<file path="src/rtl/rle_pkg.sv">
// rle_pkg
// Shared definitions for the run-length codec: the decoder FSM state
// encoding, bit positions of the (byte, count) fields inside a compressed
// 32-bit word, and the number of bytes carried by one SRAM word.
// The encoder uses the same field constants, so the two stay in step.
package rle_pkg;

    typedef enum logic [2:0] {
        ST_IDLE,
        ST_RD_REQ,
        ST_RD_WAIT,
        ST_EXPAND,
        ST_WR,
        ST_FLUSH,
        ST_DONE
    } rle_state_e;

    localparam int CNT0_LSB       = 0;
    localparam int BYTE0_LSB      = 8;
    localparam int CNT1_LSB       = 16;
    localparam int BYTE1_LSB      = 24;
    localparam int BYTES_PER_WORD = 4;

    // Extract one 8-bit field of a compressed word given its LSB position.
    function automatic logic [7:0] getField(input logic [31:0] word, input int lsb);
        return word[lsb +: 8];
    endfunction

endpackage

</file>
<file path="src/rtl/rle_word_packer.sv">
// rle_word_packer
// Collects plaintext bytes little-endian into a 32-bit word (first byte in
// bits [7:0]). Lanes not yet written read as 0x00, so a partially filled
// word handed out on flush is already zero-filled.
//
// Ports:
//   clk, nreset      clock, asynchronous active-low reset
//   pushByte_i       append byte_i into the next free lane
//   byte_i [7:0]     byte to append
//   flush_i          the current word is being written out; empty the packer
//   clear_i          discard contents (start of a new decode)
//   word_o [31:0]    packed word, unused lanes zero
//   lanes_o [2:0]    number of filled lanes (0..4)
//   full_o           all four lanes filled
module rle_word_packer
    import rle_pkg::*;
(
    input  logic        clk,
    input  logic        nreset,
    input  logic        pushByte_i,
    input  logic [7:0]  byte_i,
    input  logic        flush_i,
    input  logic        clear_i,
    output logic [31:0] word_o,
    output logic [2:0]  lanes_o,
    output logic        full_o
);

    logic [31:0] word_q;
    logic [2:0]  lanes_q;

    assign full_o = (lanes_q == 3'(BYTES_PER_WORD));

    // Emptying always rewrites the whole word to zero, which is what gives
    // the zero-filled upper lanes on a partial final word.
    always_ff @(posedge clk or negedge nreset) begin
        if (!nreset) begin
            word_q  <= '0;
            lanes_q <= '0;
        end else if (flush_i || clear_i) begin
            word_q  <= '0;
            lanes_q <= '0;
        end else if (pushByte_i && !full_o) begin
            word_q[{lanes_q[1:0], 3'b000} +: 8] <= byte_i;
            lanes_q                             <= lanes_q + 3'd1;
        end
    end

    assign word_o  = word_q;
    assign lanes_o = lanes_q;

endmodule

</file>
<file path="src/rtl/rle_decode.sv">
// rle_decode
// Run-length decoder. On start it reads packed (byte, count) pairs from the
// shared SRAM (port A), expands each pair into count copies of byte, and
// writes the plaintext back as little-endian packed 32-bit words.
//
// Ports:
//   clk, nreset          clock, asynchronous active-low reset
//   start                launch a decode (sampled in IDLE and DONE only)
//   rle_addr, rle_size   compressed stream byte address / length in bytes
//   message_addr         plaintext destination byte address
//   message_max          plaintext capacity (bounded build only)
//   message_size         plaintext bytes produced
//   done                 decode finished, held until the next start
//   overflow             output truncated at message_max
//   port_A_*             SRAM port A (1-cycle read latency, we=1 writes)
//
// Build option: define RLE_DECODE_BOUNDS_EN to stop output at message_max
// bytes and flag overflow; otherwise message_max is ignored and overflow is 0.
module rle_decode
    import rle_pkg::*;
(
    input  logic        clk,
    input  logic        nreset,
    input  logic        start,
    input  logic [31:0] rle_addr,
    input  logic [31:0] rle_size,
    input  logic [31:0] message_addr,
    input  logic [31:0] message_max,
    output logic [31:0] message_size,
    output logic        done,
    output logic        overflow,
    output logic        port_A_clk,
    output logic [15:0] port_A_addr,
    output logic [31:0] port_A_data_in,
    input  logic [31:0] port_A_data_out,
    output logic        port_A_we
);

    rle_state_e  state_q, state_d;
    logic [31:0] rdPtr_q, rdPtr_d;
    logic [31:0] wrPtr_q, wrPtr_d;
    logic [31:0] rdLeft_q, rdLeft_d;
    logic [31:0] word_q, word_d;
    logic [7:0]  cnt_q, cnt_d;
    logic        pairIdx_q, pairIdx_d;
    logic        twoPairs_q, twoPairs_d;
    logic        wordDone_q, wordDone_d;
    logic [31:0] msgSize_q, msgSize_d;

    logic        pushByte, packFlush, packClear;
    logic [7:0]  curByte;
    logic        lastPair;
    logic        startAccept;
    logic        boundHit;
    logic [31:0] packWord;
    logic [2:0]  packLanes;
    logic        packFull;

    rle_word_packer u_packer (
        .clk        (clk),
        .nreset     (nreset),
        .pushByte_i (pushByte),
        .byte_i     (curByte),
        .flush_i    (packFlush),
        .clear_i    (packClear),
        .word_o     (packWord),
        .lanes_o    (packLanes),
        .full_o     (packFull)
    );

    assign port_A_clk   = clk;
    assign done         = (state_q == ST_DONE);
    assign message_size = msgSize_q;
    assign startAccept  = start && ((state_q == ST_IDLE) || (state_q == ST_DONE));
    assign curByte      = getField(word_q, pairIdx_q ? BYTE1_LSB : BYTE0_LSB);
    assign lastPair     = pairIdx_q || !twoPairs_q;

`ifdef RLE_DECODE_BOUNDS_EN
    logic overflow_q;

    // Stop before emitting a byte that would go past the buffer. The size
    // counter has reached message_max at this point, so it is left as is.
    assign boundHit = (cnt_q != 8'd0) && (msgSize_q >= message_max);

    always_ff @(posedge clk or negedge nreset) begin
        if (!nreset)
            overflow_q <= 1'b0;
        else if (startAccept)
            overflow_q <= 1'b0;
        else if ((state_q == ST_EXPAND) && boundHit)
            overflow_q <= 1'b1;
    end

    assign overflow = overflow_q;
`else
    logic unused_message_max;

    assign unused_message_max = ^message_max;
    assign boundHit           = 1'b0;
    assign overflow           = 1'b0;
`endif

    always_ff @(posedge clk or negedge nreset) begin
        if (!nreset) begin
            state_q    <= ST_IDLE;
            rdPtr_q    <= '0;
            wrPtr_q    <= '0;
            rdLeft_q   <= '0;
            word_q     <= '0;
            cnt_q      <= '0;
            pairIdx_q  <= 1'b0;
            twoPairs_q <= 1'b0;
            wordDone_q <= 1'b0;
            msgSize_q  <= '0;
        end else begin
            state_q    <= state_d;
            rdPtr_q    <= rdPtr_d;
            wrPtr_q    <= wrPtr_d;
            rdLeft_q   <= rdLeft_d;
            word_q     <= word_d;
            cnt_q      <= cnt_d;
            pairIdx_q  <= pairIdx_d;
            twoPairs_q <= twoPairs_d;
            wordDone_q <= wordDone_d;
            msgSize_q  <= msgSize_d;
        end
    end

    // cnt_q is the number of copies still owed for the current pair. A pair
    // ends on its last byte, or immediately (one idle cycle) when its count
    // is zero; the next pair's count is loaded in that same cycle.
    always_comb begin
        state_d        = state_q;
        rdPtr_d        = rdPtr_q;
        wrPtr_d        = wrPtr_q;
        rdLeft_d       = rdLeft_q;
        word_d         = word_q;
        cnt_d          = cnt_q;
        pairIdx_d      = pairIdx_q;
        twoPairs_d     = twoPairs_q;
        wordDone_d     = wordDone_q;
        msgSize_d      = msgSize_q;
        pushByte       = 1'b0;
        packFlush      = 1'b0;
        packClear      = 1'b0;
        port_A_we      = 1'b0;
        port_A_addr    = '0;
        port_A_data_in = '0;

        case (state_q)
            ST_IDLE, ST_DONE: begin
                if (start) begin
                    rdPtr_d   = rle_addr;
                    wrPtr_d   = message_addr;
                    rdLeft_d  = rle_size;
                    msgSize_d = '0;
                    packClear = 1'b1;
                    state_d   = (rle_size == 32'd0) ? ST_FLUSH : ST_RD_REQ;
                end
            end
            ST_RD_REQ: begin
                port_A_addr = rdPtr_q[15:0];
                state_d     = ST_RD_WAIT;
            end
            ST_RD_WAIT: begin
                word_d     = port_A_data_out;
                rdPtr_d    = rdPtr_q + 32'(BYTES_PER_WORD);
                cnt_d      = getField(port_A_data_out, CNT0_LSB);
                pairIdx_d  = 1'b0;
                wordDone_d = 1'b0;
                // A trailing 2-byte remainder carries only pair 0.
                if (rdLeft_q >= 32'(BYTES_PER_WORD)) begin
                    twoPairs_d = 1'b1;
                    rdLeft_d   = rdLeft_q - 32'(BYTES_PER_WORD);
                end else begin
                    twoPairs_d = 1'b0;
                    rdLeft_d   = '0;
                end
                state_d = ST_EXPAND;
            end
            ST_EXPAND: begin
                if (boundHit) begin
                    state_d = ST_FLUSH;
                end else begin
                    if (cnt_q != 8'd0) begin
                        pushByte  = 1'b1;
                        msgSize_d = msgSize_q + 32'd1;
                    end
                    if (cnt_q <= 8'd1) begin
                        if (lastPair) begin
                            wordDone_d = 1'b1;
                            cnt_d      = 8'd0;
                        end else begin
                            pairIdx_d = 1'b1;
                            cnt_d     = getField(word_q, CNT1_LSB);
                        end
                    end else begin
                        cnt_d = cnt_q - 8'd1;
                    end
                    if ((cnt_q != 8'd0) && (packLanes == 3'(BYTES_PER_WORD - 1)))
                        state_d = ST_WR;
                    else if ((cnt_q <= 8'd1) && lastPair)
                        state_d = (rdLeft_q == 32'd0) ? ST_FLUSH : ST_RD_REQ;
                end
            end
            ST_WR: begin
                port_A_we      = 1'b1;
                port_A_addr    = wrPtr_q[15:0];
                port_A_data_in = packWord;
                packFlush      = 1'b1;
                wrPtr_d        = wrPtr_q + 32'(BYTES_PER_WORD);
                // Going straight to DONE when the input is used up keeps done
                // one cycle after the last write.
                if (!wordDone_q)
                    state_d = ST_EXPAND;
                else if (rdLeft_q == 32'd0)
                    state_d = ST_DONE;
                else
                    state_d = ST_RD_REQ;
            end
            ST_FLUSH: begin
                if (packLanes != 3'd0) begin
                    port_A_we      = 1'b1;
                    port_A_addr    = wrPtr_q[15:0];
                    port_A_data_in = packWord;
                    packFlush      = 1'b1;
                    wrPtr_d        = wrPtr_q + 32'(BYTES_PER_WORD);
                end
                state_d = ST_DONE;
            end
            default: state_d = ST_IDLE;
        endcase
    end

endmodule

</file>
<file path="config.mk">
export PLATFORM = sky130hd
export DESIGN_NAME = rle_decode
export DESIGN_NICKNAME = d
export VERILOG_FILES = /design/src/rtl/rle_pkg.sv /design/src/rtl/rle_word_packer.sv /design/src/rtl/rle_decode.sv
export SDC_FILE = /design/constraint.sdc
export NUM_CORES = 1
export LEC_CHECK = 0
export ABC_AREA = 1
export CAP_MARGIN = 15
export CELL_PAD_IN_SITES_DETAIL_PLACEMENT = 1
export CELL_PAD_IN_SITES_GLOBAL_PLACEMENT = 1
export CORE_MARGIN = 1
export CORE_UTILIZATION = 39
export DETAILED_ROUTE_END_ITERATION = 12
export PLACE_DENSITY = 0.95
export SYNTH_ARGS = -nofsm -noshare
export SYNTH_HDL_FRONTEND = slang
export SYNTH_HIERARCHICAL = 1
export SYNTH_SLANG_ARGS = --single-unit
</file>
<file path="constraint.sdc">
create_clock -name clk -period 4.7 [get_ports clk]
set_input_delay 0.94 -clock clk [delete_from_list [all_inputs] [get_ports clk]]
set_output_delay 0.94 -clock clk [all_outputs]
set_load 0.005 [all_outputs]
</file>
* Yosys cells after proc, flatten, opt, wreduce, memory -nomap -nowiden
Cells that the tools add are included.
Word-level totals: bits of input ports 163, bits in registers 209, logic and storage cells 108, output and inout bits 84
Cells by class: order comparisons 2, reduce and logical (&&, ||, !) cells 24, equality and inequality tests 15, muxes and demuxes 45, add/sub/neg operators 7, shift operators 3
Operators by type and width (count):
- $mux 32 | 10
- $pmux 32 s2 | 4
- $pmux 32 s3 | 1
- $add 32x3->32 const B | 2
- $logic_not 32->1 | 2
- $pmux 16 s3 | 1
- $add 32x1->32 const B | 1
- $bwmux 32 | 1
- $ge 32x3->1 const B | 1
- $shift 8x7->32 const A | 1
- $shiftx 32x6->8 | 1
- $shiftx 8x7->32 | 1
- $sub 32x3->32 const B | 1
- $mux 3 | 9
- $pmux 3 s6 | 1
- $mux 16 | 1
- $mux 8 | 2
- $pmux 8 s2 | 1
- $eq 3x3->1 const B | 4
- $ne 2x2->1 const B | 6
- $reduce_and 3->1 | 4
- $mux 1 | 10
- $eq 3x2->1 const B | 3
- $le 8x1->1 const B | 1
- other kinds (16) | 27

* Logic depth before layout (Yosys ltp)
Gate-level depths: netlist of run 1.
depth after elaboration 6, depth in mapped cells 14, depth with buffers taken out 14

* Cells and area by module
Netlist of run 1, hierarchy kept.
Modules (own cells, without submodules):
- rle_decode | area each 8953.6 um^2, times used 1, sequential area each 3353.2 um^2, cells an instance 1365
- rle_word_packer | area each 1767.9 um^2, times used 1, sequential area each 875.8 um^2, cells an instance 216

==> results by group, run 1 <==
Global routing
  • Grt total ovfl: 0
  • Largest net degree at the start of global routing: 97
  • Initial antenna violation count: 0
  • Total GRT Usage: 27.06%
  • Global-route wire length before repair: 60860 µm
  • Vias in the first global route: around 12000

Worst setup path
  • CP Class: register to output pin
  • CP startpoint: state_q[2]
  • Worst EP required: 3.76 ns
  • RR Endpoint: rdLeft_q[30]
  • RR Startpoint: rdLeft_q[2]
  • Reg2Reg Depth: 11
  • Worst Path Arrival: approximately 3.2 ns
  • Crit path to: port_A_addr[1]
  • CP Capture Type: output pin
  • Flop-to-flop setup slack: about 1.7 ns
  • CP max FO: 10
  • Worst setup SP type: register

Floorplanning
  • Vert. Die Dim: between 150 and 200 µm
  • Die Footprint: 28150 µm²
  • Std-Cell Rows: 60
  • I/O Pins: between 200 and 250
  • Initial Util: slightly below 40%
  • Core area: approximately 27000 µm²
  • Die Span X: about 170 µm

Power
  • Int Pwr: 0.002711 W
  • Fraction of power consumed by combinational cells: ~12%
  • Flop pwr share: 42.8%
  • Switch Pwr: ~0.001 W
  • Net Sw Frac: 26.63%
  • Clock Power Share: between 40% and 50%
  • PD cells: around 270 nW/µm²
  • Worst VDD drop: about 300 µV
  • Leakage power: between 6 and 7 nW

Final layout
  • Inserted Diodes: 0
  • Core Util, Final: 50.00%
  • Storage cell area: ~4200 µm²
  • Filler cells: around 3500
  • Non-Filler Instances: between 2000 and 2500
  • Layout area overhead: 25.73%
  • Layout Nets: about 1900
  • Share of post-route cells with drive strength above 1: under 10%
  • Multi-input logic area: around 5600 µm²

Clock tree
  • Post-CTS Setup Inserts: 0
  • CTS tree: done
  • Later-pin clock latency in the skew report: around 0.55 ns
  • CTS Hold Bufs: 0
  • CTS resizes: 0
  • Clock slew at reported path FFs: 0.07 ns

STA
  • Fmax: around 240 MHz
  • RSZ-0062 raised after global routing: no
  • TNS Setup: 0 ns
  • Fin crit share: ~90%
  • Hold Fails Final Rpt: 0
  • Max transition margin: around 37%
  • Fin Hold WS: approximately 0.48 ns
  • Worst-Margin Slew: about 0.95 ns
  • Final setup violation count: 0
  • Period minus WS final: a little over 4 ns
  • Clock skew: ~0.018 ns
  • Pins Over Slew Limit: 0

Flow run
  • Max Cap Violations: 0

Routing
  • Post-route DRC: 0
  • Total Wirelength: around 37000 µm
  • Via count: roughly 11000
  • DRT Pass-1 Iters: 5
  • WL/cell: roughly 17 µm
  • Initial DRC Count: around 700
  • Via-per-instance ratio: 5.370
  • Detail Route Antenna Nets: 0

Hold path
  • HP Class: register to register

Synth
  • Yosys warnings: 6
  • Syn_area_per_cell: ~6.8 µm²
  • Syn Std Cell Area: around 11000 µm²
  • Cells after synthesis: approximately 1600
  • Net Count, Synth: ~1800

Placement
  • HPWL Detailed: around 26000 µm
  • Placed cells: between 2000 and 2500
  • Number of port buffers: approximately 180
  • GP Congestion: just under 0.9

Outcome
  • Status: finished clean
[worst min path at each step]
| stage | from | end | slack (ns) | cells after the start |
|---|---|---|---|---|
| after floorplan | word_q[24] | word_q[24] | 0.44 | 2 |
| after global placement | word_q[28] | word_q[28] | 0.45 | 2 |
| after detailed placement | word_q[14] | word_q[14] | 0.46 | 2 |
| after CTS | word_q[14] | word_q[14] | 0.48 | 2 |
| after global routing | word_q[14] | word_q[14] | 0.51 | 2 |
| final | u_packer/word_o[0] | u_packer/word_o[0] | 0.48 | 2 |
[power groups by stage]
| stage | clock network, W | logic (W) | registers, W |
|---|---|---|---|
| 6_report | 0.00169 | 0.000424 | 0.00158 |
| 3_3_place_gp | 0.0000179 | 0.000404 | 0.00160 |
| 5_1_grt | 0.00177 | 0.000467 | 0.00159 |
| 3_5_place_dp | 0.0000179 | 0.000422 | 0.00160 |
| 2_1_floorplan | 0.0000138 | 0.000155 | 0.00158 |
| 4_1_cts | 0.00171 | 0.000428 | 0.00158 |
[critical path, stage by stage (launching register included)]
cell,delay (ns)
dfrtp_1,0.64
inv_2,0.18
nor2_8,0.18
nor2_8,0.07
nand2_2,0.07
nand2_2,0.09
nor2_8,0.20
nand2_4,0.13
inv_2,0.29
nand2_1,0.10
o21ai_0,0.12
clkdlybuf4s50_1,0.56
[sequential cells by signal, summed over array words and instances (netlist names)]
register and count:
u_packer/word_o 32, cnt_q 8, word_q 24, u_packer/lanes_o 3, state_q 3, rdLeft_q 32, pairIdx_q 1, message_size 32
rdPtr_q 16, wordDone_q 1, twoPairs_q 1, wrPtr_q 16
[metrics by stage]
stage               power (W)  instance area (µm²)  worst slack, ns
finish               0.003694                13480           0.5743
global route         0.003823                13480           0.3924
CTS                  0.003714                13480           0.5681
detailed placement   0.002045                12770           0.7896
global placement     0.002022                12770           0.8593
floorplan            0.001751                10720            1.299
[metal layers]
layer	global-route usage (%)	vias to the layer above	wire [µm]	share of wire, %
met4	10.29	0	962	2.6
met5	0	-	0	0
met2	46.87	292	18030	49
met3	4.631	72	1566	4.3
met1	33.63	5523	16090	44
li1	-	5363	-	-
[area by class of cell]
| cell class | count | area share (%) |
|---|---|---|
| multi-input cells | 1182 | 41.26 |
| well taps | 341 | 3.166 |
| repair buffers | 191 | 13.99 |
| flip-flops and latches | 169 | 31.38 |
| clock buffers | 22 | 3.890 |
| clock inverters | 14 | 1.402 |
| inverters | 176 | 4.903 |
[placed cells by master (no fill, tap or decap), drive strengths merged, types with 21 or more instances in the layout]
cell type and n:
inv 178, nand4 42, nor3 24, nand2 522, a21oi 34, nand3 119, clkbuf 21, nor2 232
o22ai 21, dfrtp 169, o21ai 113, clkdlybuf4s50 180
No activity file was read; power rests on OpenSTA's default activity.
==> run 2: changes to the inputs <==
- ABC_CLOCK_PERIOD_IN_PS: default -> 4700
- CORE_ASPECT_RATIO: default -> 0.8
==> run 2 against run 1 <==
Critical path type unchanged. Sequential power about the same. Critical endpoint is now port_A_addr[11]. Clock skew decreased by 0.0042 ns. Worst setup slack got worse by 0.13 ns. Sequential share of layout area is 0.064 points higher. Critical path depth fell by 1. Global-route usage increased by 0.39 points. Total power fell by 2.7%. Fmax fell by 3.0%. Combinational power about the same.
==> results by group, run 2 (synthesized netlist as in run 1, its figures left out) <==
Outcome
  • Status: finished clean (unchanged)

Floorplanning
  • I/O Pins: 247 (unchanged)
  • Initial Util: 40.20% (was 39.77%)
  • Die Footprint: 28150 µm² (about the same)
  • Core area: 26660 µm² (was 26950 µm²)
  • Std-Cell Rows: 53 (was 60)
  • Vert. Die Dim: 150.3 µm (was 167.8 µm)
  • Die Span X: 187.3 µm (was 167.8 µm)

STA
  • RSZ-0062 raised after global routing: no (unchanged)
  • Pins Over Slew Limit: 0 (unchanged)
  • Clock skew: 0.01383 ns (was 0.01801 ns)
  • Worst-Margin Slew: 0.8865 ns (was 0.9460 ns)
  • TNS Setup: 0 ns (unchanged)
  • Period minus WS final: 4.252 ns (was 4.126 ns)
  • Hold Fails Final Rpt: 0 (unchanged)
  • Fmax: 235.2 MHz (was 242.4 MHz)
  • Final worst slack: 0.4480 ns (was 0.5743 ns)
  • Final setup violation count: 0 (unchanged)
  • Max transition margin: 40.75% (was 36.93%)
  • Fin crit share: 90.47% (was 87.78%)

Clock tree
  • CTS tree: done (unchanged)
  • Post-CTS Setup Inserts: 0 (unchanged)
  • CTS Hold Bufs: 0 (unchanged)
  • Later-pin clock latency in the skew report: 0.56 ns (was 0.55 ns)
  • Clock slew at reported path FFs: 0.07 ns (about the same)
  • CTS resizes: 0 (unchanged)

Routing
  • Initial DRC Count: 575 (was 684)
  • Post-route DRC: 0 (unchanged)
  • Total Wirelength: 37740 µm (was 36650 µm)
  • Detail Route Antenna Nets: 0 (unchanged)
  • Via-per-instance ratio: 5.359 (was 5.370)
  • WL/cell: 17.88 µm (was 17.50 µm)
  • Via count: 11310 (was 11250)
  • DRT Pass-1 Iters: 5 (unchanged)

Final layout
  • Core Util, Final: 50.45% (was 50.00%)
  • Layout area overhead: 25.47% (was 25.73%)
  • Filler cells: 3468 (was 3497)
  • Storage cell area: 4229 µm² (unchanged)
  • Inserted Diodes: 0 (unchanged)
  • Commonest cells after routing, fill and taps aside: 510 x nand2_1, 217 x nor2_1, 180 x clkdlybuf4s50_1 (unchanged)
  • Most common library cell in the layout ignoring fill and taps: nand2_1 (unchanged)
  • Multi-input logic area: 5560 µm² (unchanged)
  • Layout Nets: 1916 (was 1917)
  • Share of post-route cells with drive strength above 1: 5.362% (was 5.416%)

Worst setup path
  • CP max FO: 27 (was 10)
  • CP Class: register to output pin (unchanged)
  • Cell family with most CP delay: buffers and inverters (unchanged)
  • CP dominant cell by count: nor2_8 (unchanged)
  • RR Endpoint: rdLeft_q[30] (unchanged)
  • Reg2Reg Depth: 11 (unchanged)
  • CP max stage cell: dfrtp_1 (unchanged)
  • Flop-to-flop setup slack: 1.35 ns (was 1.68 ns)
  • RR Startpoint: rdLeft_q[2] (unchanged)
  • Worst EP required: 3.76 ns (about the same)
  • Worst Path Arrival: 3.31 ns (was 3.19 ns)
  • Worst setup SP type: register (unchanged)
  • Slowest Stage Delay on Critical Path: 0.69 ns (was 0.64 ns)
  • Crit path buf inv count: 3 (unchanged)
  • CP Capture Type: output pin (unchanged)
  • Cells along the critical path: inv_2, nor2_8, nor2_8, nand2_2, nand2_2, nor2_8, nand2_4, buf_4, o22ai_1, clkdlybuf4s50_1 (was inv_2, nor2_8, nor2_8, nand2_2, nand2_2, nor2_8, nand2_4, inv_2, nand2_1, o21ai_0, clkdlybuf4s50_1)

Global routing
  • Grt total ovfl: 0 (unchanged)
  • Vias in the first global route: 11900 (was 12050)
  • Global-route wire length before repair: 61570 µm (was 60860 µm)
  • Largest net degree at the start of global routing: 82 (was 97)
  • Total GRT Usage: 27.45% (was 27.06%)
  • Initial antenna violation count: 3 (was 0)

Hold path
  • HP Class: primary input to asynchronous set/reset pin (was register to register)

Placement
  • Number of port buffers: 181 (unchanged)
  • HPWL Detailed: 27890 µm (was 26110 µm)
  • GP Congestion: 0.9335 (was 0.8724)
  • DP Worst Slack: 0.6542 ns (was 0.7896 ns)

Power
  • Int Pwr: 0.002604 W (was 0.002711 W)
  • Clock Power Share: 44.0% (was 45.7%)
  • PD cells: 267.2 nW/µm² (was 274.2 nW/µm²)
  • Worst VDD drop: 251.4 µV (was 294.6 µV)
  • Flop pwr share: 44.2% (was 42.8%)
  • Switch Pwr: 0.0009896 W (was 0.0009837 W)
  • Fraction of power consumed by combinational cells: 11.8% (was 11.5%)
  • Leakage power: 6.140 nW (was 6.157 nW)
  • Net Sw Frac: 27.54% (was 26.63%)

Flow run
  • Max Cap Violations: 0 (unchanged)
## run 2: changes by cell type in the layout (fill, tap and decap cells not counted)
cell,delta
buf_12,+1
buf_4,-2
bufinv_16,-2
clkinv_2,+1
clkinv_4,-1
clkinv_8,-1
clkinvlp_4,-1
inv_6,+4
## run 2: worst register-to-register path, cell delays in order (launching register included)
cell and delay, ns:
dfrtp_1 0.40, inv_1 0.12, ha_1 0.28, nand2_1 0.19
inv_1 0.16, nand2_1 0.10, nor2_1 0.12, nand3_1 0.46
nand2_1 0.76, inv_1 0.40, nand2_1 0.16, a21oi_1 0.08
## run 2: routing by layer
metal / vias to the layer above / part of all wire [%] / track usage [%]
met3: 46 / 5.6 / 4.802
li1: 5357 / - / -
met4: 0 / 1.5 / 7.705
met2: 342 / 48 / 45.89
met5: - / 0 / 0
met1: 5563 / 45 / 36.60
## run 2: metrics by stage
step,area (µm²),std cells,power [W],hold WS [ns]
final,13450,2110,0.003594,0.4662
after global routing,13450,2110,0.003725,0.5075
after CTS,13450,2110,0.003617,0.4790
after detailed placement,12800,2075,0.002051,0.4604
after global placement,12800,2075,0.002030,0.4539
after floorplan,10720,1580,0.001751,0.4417
## run 2: how the worst max path moves through the flow
stage	from	to	slack (ns)	cells after the start
floorplan	clk	port_A_clk	1.30	1
global placement	start	port_A_addr[11]	0.66	7
detailed placement	start	port_A_addr[11]	0.65	7
CTS	state_q[2]	port_A_addr[11]	0.42	10
global route	state_q[2]	port_A_addr[11]	0.22	10
finish	state_q[2]	port_A_addr[11]	0.45	10
## run 2: power groups by stage
stage | registers (W) | logic, W | clock network, W
final | 0.00159 | 0.000425 | 0.00158
after global routing | 0.00159 | 0.000464 | 0.00167
after CTS | 0.00158 | 0.000427 | 0.00161
after detailed placement | 0.00161 | 0.000422 | 0.0000179
after global placement | 0.00161 | 0.000405 | 0.0000179
after floorplan | 0.00158 | 0.000155 | 0.0000138
## run 2: layout make-up
type                    instances  share of cell area, %
multi-input cells            1182                  41.35
flip-flops and latches        169                  31.45
repair buffers                190                  14.06
inverters                     176                  4.913
clock buffers                  22                  3.898
well taps                     357                  3.322
clock inverters                14                  1.014
==> run 3: changes to the inputs <==
- CTS_CLUSTER_SIZE: default -> 28
- SLEW_MARGIN: default -> 30
==> results of run 3 <==
Same layout as run 2: the final DEF is identical, and so are final timing and power.
